$ cat config.mk
export PLATFORM = sky130hd
export DESIGN_NAME = hsst_frame_rx
export DESIGN_NICKNAME = d
export VERILOG_FILES = /design/src/rtl/hsst_frame_rx.sv
export SDC_FILE = /design/constraint.sdc
export NUM_CORES = 1
export LEC_CHECK = 0
export CAP_MARGIN = 20
export CORE_ASPECT_RATIO = 1.4
export CORE_MARGIN = 4
export CORE_UTILIZATION = 26
export DETAILED_ROUTE_END_ITERATION = 10
export GPL_ROUTABILITY_DRIVEN = 0
export GPL_TIMING_DRIVEN = 0
export SETUP_SLACK_MARGIN = 0.2
export SYNTH_ARGS = -nofsm -noshare
export SYNTH_HDL_FRONTEND = slang
export SYNTH_SLANG_ARGS = --single-unit
export TNS_END_PERCENT = 1
$ cat constraint.sdc
create_clock -name rx3_clk -period 2.95 [get_ports rx3_clk]
set_clock_uncertainty 0.2 [all_clocks]
set_input_delay 0.59 -clock rx3_clk [delete_from_list [all_inputs] [get_ports rx3_clk]]
set_output_delay 0.59 -clock rx3_clk [all_outputs]
set_load 0.005 [all_outputs]
$ cat src/rtl/hsst_frame_rx.sv
// hsst_frame_rx: HSST lane-3 receive frame delineator.
// Locks onto the idle comma stream, cuts fixed-length data frames out of it,
// and emits a registered word stream with SOF/EOF/abort marks. Good-frame and
// error-event statistics are kept alongside.
module hsst_frame_rx #(
    parameter int unsigned FRAME_WORDS = 128,
    parameter logic [31:0] IDLE_WORD   = 32'hFF0000BC,
    parameter logic [3:0]  IDLE_K      = 4'b0001,
    parameter int unsigned LOCK_IDLES  = 4,
    parameter int unsigned CNT_W       = 16
) (
    input  logic             rx3_clk,
    input  logic             rx3_rst,
    input  logic             lane_ready,
    input  logic [31:0]      hsst_rxd3,
    input  logic [3:0]       hsst_rxk3,
    input  logic [3:0]       hsst_rx_err3,
    output logic             out_valid,
    output logic [31:0]      out_data,
    output logic             out_sof,
    output logic             out_eof,
    output logic             out_abort,
    output logic             locked,
    output logic [CNT_W-1:0] frame_cnt,
    output logic [CNT_W-1:0] err_cnt
);

    localparam int unsigned WCNT_W = $clog2(FRAME_WORDS + 1);

    typedef enum logic [1:0] {
        ST_UNLOCK = 2'd0,
        ST_WAIT   = 2'd1,
        ST_FRAME  = 2'd2,
        ST_DROP   = 2'd3
    } state_t;

    state_t            state_q;
    logic [3:0]        idle_run_q;
    logic [WCNT_W-1:0] wcnt_q;

    logic word_idle_s;
    logic word_data_s;
    logic word_bad_s;

    // Error counter step that sticks at all-ones instead of wrapping.
    function automatic logic [CNT_W-1:0] sat_inc(input logic [CNT_W-1:0] v);
        if (v == {CNT_W{1'b1}}) begin
            sat_inc = v;
        end else begin
            sat_inc = v + CNT_W'(1);
        end
    endfunction

    // Any 8b10b error marks the word BAD, even if it otherwise looks like idle or data.
    assign word_idle_s = (hsst_rx_err3 == 4'b0000) && (hsst_rxk3 == IDLE_K) && (hsst_rxd3 == IDLE_WORD);
    assign word_data_s = (hsst_rx_err3 == 4'b0000) && (hsst_rxk3 == 4'b0000);
    assign word_bad_s  = !word_idle_s && !word_data_s;

    // Lock/frame state machine with all outputs and statistics registered.
    always_ff @(posedge rx3_clk) begin
        if (rx3_rst) begin
            state_q    <= ST_UNLOCK;
            idle_run_q <= 4'd0;
            wcnt_q     <= '0;
            out_valid  <= 1'b0;
            out_data   <= 32'd0;
            out_sof    <= 1'b0;
            out_eof    <= 1'b0;
            out_abort  <= 1'b0;
            locked     <= 1'b0;
            frame_cnt  <= '0;
            err_cnt    <= '0;
        end else begin
            out_valid <= 1'b0;
            out_sof   <= 1'b0;
            out_eof   <= 1'b0;
            out_abort <= 1'b0;
            if (!lane_ready) begin
                // Lane loss overrides word class; a frame in flight is aborted.
                if (state_q == ST_FRAME) begin
                    out_abort <= 1'b1;
                    err_cnt   <= sat_inc(err_cnt);
                end
                state_q    <= ST_UNLOCK;
                locked     <= 1'b0;
                idle_run_q <= 4'd0;
                wcnt_q     <= '0;
            end else begin
                case (state_q)
                    ST_UNLOCK: begin
                        if (word_idle_s) begin
                            if (idle_run_q == 4'(LOCK_IDLES - 1)) begin
                                state_q    <= ST_WAIT;
                                locked     <= 1'b1;
                                idle_run_q <= 4'd0;
                            end else begin
                                idle_run_q <= idle_run_q + 4'd1;
                            end
                        end else begin
                            idle_run_q <= 4'd0;
                        end
                    end
                    ST_WAIT: begin
                        if (word_data_s) begin
                            out_valid <= 1'b1;
                            out_sof   <= 1'b1;
                            out_data  <= hsst_rxd3;
                            wcnt_q    <= WCNT_W'(1);
                            state_q   <= ST_FRAME;
                        end else if (word_bad_s) begin
                            err_cnt <= sat_inc(err_cnt);
                            state_q <= ST_DROP;
                        end else begin
                            state_q <= ST_WAIT;
                        end
                    end
                    ST_FRAME: begin
                        if (word_data_s) begin
                            out_valid <= 1'b1;
                            out_data  <= hsst_rxd3;
                            if (wcnt_q == WCNT_W'(FRAME_WORDS - 1)) begin
                                out_eof   <= 1'b1;
                                frame_cnt <= frame_cnt + CNT_W'(1);
                                wcnt_q    <= '0;
                                state_q   <= ST_WAIT;
                            end else begin
                                wcnt_q <= wcnt_q + WCNT_W'(1);
                            end
                        end else begin
                            // Short frame (idle) or corrupted word: discard the frame.
                            out_abort <= 1'b1;
                            err_cnt   <= sat_inc(err_cnt);
                            wcnt_q    <= '0;
                            state_q   <= word_idle_s ? ST_WAIT : ST_DROP;
                        end
                    end
                    ST_DROP: begin
                        if (word_idle_s) begin
                            state_q <= ST_WAIT;
                        end else begin
                            state_q <= ST_DROP;
                        end
                    end
                    default: begin
                        state_q    <= ST_UNLOCK;
                        locked     <= 1'b0;
                        idle_run_q <= 4'd0;
                        wcnt_q     <= '0;
                    end
                endcase
            end
        end
    end

endmodule

==> results.cfg <==
[cells_and_area]
n_antenna_cell = 0
fin_cells = 790
flow.area_growth_from_synthesis_pct = 44.72
layout-drive-gt1-share_pct = 8.652
layout.core_utilization_pct = 38.65
layout_net_count = 647
fill_cells = 1476
stdcell_area_sq_um = 5608

[place]
number_of_placed_instances_taps_included = 771
dpl_hpwl_mm = 9.238
detailed_place.area_sq_um = 5213
portBuffers = 110

[global_route]
wire_length_of_the_first_global_routing_pass_mm = 19.40
gr-total-overflow = 0
grt_start_max_net_pins = 16
grtUsageTotal_pct = 13.81
grt_antenna_before_repair = 0
first_global_vias = 3808

[power]
total_switching_power_mw = 0.5395
part_of_the_power_in_the_clock_network_pct = 46.3
power.total_mw = 2.299
share_seq_of_total_power_pct = 48.7
power.density_nw_per_um2 = 409.9
leakagePower_nw = 1.798
sw_frac_of_total_pct = 23.47
p_comb_share_pct = 5.0
vdd_drop_max_uv = 257.8
internal-power_mw = 1.759

[detailed_routing]
detailedRoute.firstPassIterationCount = 5
wl_per_cell_um = 15.08
routed-via-count = 3937
post-route-drc-count = 0
antenna_left = 0
detail_route.iter0.violations = 162
detail_route.wirelength_mm = 11.91
post_drt_via_cell_ratio = 4.984

[yosys]
synth_area_per_cell_sq_um = 8.210
yosys.cell_count.top_type = sky130_fd_sc_hd__dfxtp_1
synth_cell_types = 48
ys_top_cells_by_area = sky130_fd_sc_hd__dfxtp_1 43%, sky130_fd_sc_hd__nand2_1 7.8%, sky130_fd_sc_hd__a21oi_1 7.5%
synth-seq-area-share_pct = 42.88
syn_warnings = 0
synth_top_area_share_pct = 42.88
synthesis.instances = 472
synth_area_leader_cell = sky130_fd_sc_hd__dfxtp_1
synth_nets = 523
postSynth.asyncResetShare_pct = 0
postSynthRegisterBits = 83
netlist_area_pre_place_sq_um = 3875
synth_enable_flop_cells = 0
synth.cells.most_frequent = 83 x sky130_fd_sc_hd__dfxtp_1, 81 x sky130_fd_sc_hd__nand2_1, 58 x sky130_fd_sc_hd__a21oi_1
synth_flop_cell = sky130_fd_sc_hd__dfxtp_1

[sta]
timing.final.max_slew_violations = 0
slew_headroom_pct = 60.93
setup_violations = 0
report.final.hold_viol_count = 0
least_margin_pin_slew_ns = 0.5828
hold_ws_ns = 0.2533
rsz0062_at_grt = yes
period_needed_ns = 2.845
achievable-frequency_mhz = 351.5
period_utilization_post_route_pct = 96.44

[die]
die_x_um = 111.2
die_height_um = 152.5
core_region_area_sq_um = 14510
floorplan.initialDensity_pct = 26.71
floorplan.rows = 52
number_of_placed_i_o_pins = 112
die-area_sq_um = 16950

[critical_path]
worst-path-max-fanout = 6
max_stage_delay_ns = 0.56
critPathKind = input pin to register
critical_path.slowest_cell = sky130_fd_sc_hd__clkdlybuf4s50_1
timing.critical_path.to_type = register
crit_family = simple AND/OR/NAND/NOR gates
arrival_ns = 2.88
startpoint_type_of_the_worst_setup_path = input pin
worst-endpoint-required_ns = 2.98
cp_num_buf_inv = 2
cell_by_cell_listing_of_the_critical_path = clkdlybuf4s50_1, nor4bb_1, nand4_1, or4_1, buf_2, and4_4, mux2_4

[clock_network]
cts_max_path_buffers = 2
ctsHoldBuffers = 0
clk-insertion-delay-late_ns = 0.35
clock_sinks = 83
cts_buffers = 9
cts.clk_slew.worst_paths_ns = 0.07
tritoncts = built
cts_max_level = 3
clk_root_buffer_cell = sky130_fd_sc_hd__clkbuf_16

[min_path]
hold_class = register to register

[outcome]
outcome = completed

[job]
max_capacitance_violation_count = 0
## final timing paths
path / slack (ns) / startpoint / cells past startpoint / endpoint
worst min-delay path: 0.25 / out_data[2] / 2 / out_data[2]
worst min register to register: 0.25 / out_data[2] / 2 / out_data[2]
worst max-delay path: 0.11 / hsst_rxk3[0] / 7 / err_cnt[6]
worst max register to register: 0.35 / state_q[1] / 10 / err_cnt[8]
## per-stage QoR
step | setup WS (ns) | setup TNS, ns
6_report | 0.1051 | 0
3_5_place_dp | -0.7026 | -18.87
3_3_place_gp | -0.7157 | -17.82
4_1_cts | 0.1103 | 0
5_1_grt | 0.03602 | 0
2_1_floorplan | 0.4244 | 0
## cells in the final DEF (no fill, tap or decap), drive strengths merged, types with 10 or more instances in the layout
master and count:
a21oi 58, clkbuf 31, clkdlybuf4s50 110, dfxtp 83, inv 10, nand2 81, nand3 23, nand4 19
nor2 31, nor2b 13, nor4 14, o21ai 12, or4 13, xnor2 10
## layer usage
layer  routed length, um  part of all wire (%)  global-route usage [%]  vias up
li1                    -                     -                       -     1946
met1                4664                    39                   14.82     1853
met2                6240                    52                   25.48      125
met3                 830                   7.0                   4.291       13
met4                 175                   1.5                   4.522        0
met5                   0                     0                       0        -
## kinds of logic after synthesis
family                     synth area share, %
AOI/OAI and AO/OA                        12.46
xor gates and xnor gates                 3.164
adders and majority gates                2.583
buffers and inverters                    3.745
DFF                                      42.88
muxes                                    2.099
and+or+nand+nor                          33.06
## cell type report
type	count	area, sq um	area share (%)
sequential	83	1662	29.63
clock buffer	10	229.0	4.083
inverter	8	30.03	0.5355
tap	189	236.5	4.217
clock inverter	6	47.55	0.8478
buffer	27	126.4	2.253
multi-input combinational	354	2150	38.33
timing repair buffer	113	1127	20.10
## worst reg2reg max path: stages (launching register included)
cell and delay (ns):
sky130_fd_sc_hd__dfxtp_1 0.38, sky130_fd_sc_hd__inv_1 0.10, sky130_fd_sc_hd__ha_1 0.28, sky130_fd_sc_hd__clkbuf_2 0.19
sky130_fd_sc_hd__o21a_1 0.20, sky130_fd_sc_hd__o31ai_4 0.09, sky130_fd_sc_hd__or2_1 0.23, sky130_fd_sc_hd__buf_4 0.17
sky130_fd_sc_hd__buf_4 0.18, sky130_fd_sc_hd__o41ai_1 0.31, sky130_fd_sc_hd__a21oi_1 0.11
## what timing repair did
| item | 4_1_cts | 5_1_grt |
|---|---|---|
| resized for setup | 8 | 16 |
| buffers inserted | 1 | 2 |
| pin swaps | 1 | 3 |
| setup endpoints to repair | 49 | 58 |
## state kept, by name, summed over array words and instances, names as in the netlist
name / cells
out_eof: 1
out_abort: 1
wcnt_q: 8
frame_cnt: 16
out_sof: 1
out_data: 32
out_valid: 1
state_q: 2
idle_run_q: 4
locked: 1
err_cnt: 16
## power groups by stage
stage	sequential [mW]	clock, mW	combinational, mW
final	1.12	1.06	0.114
after global routing	1.12	1.13	0.122
after CTS	1.12	1.08	0.112
after detailed placement	1.15	0	0.107
after global placement	1.15	0	0.106
after floorplan	1.15	0	0.0278
Power figures use the tool's default switching activity.
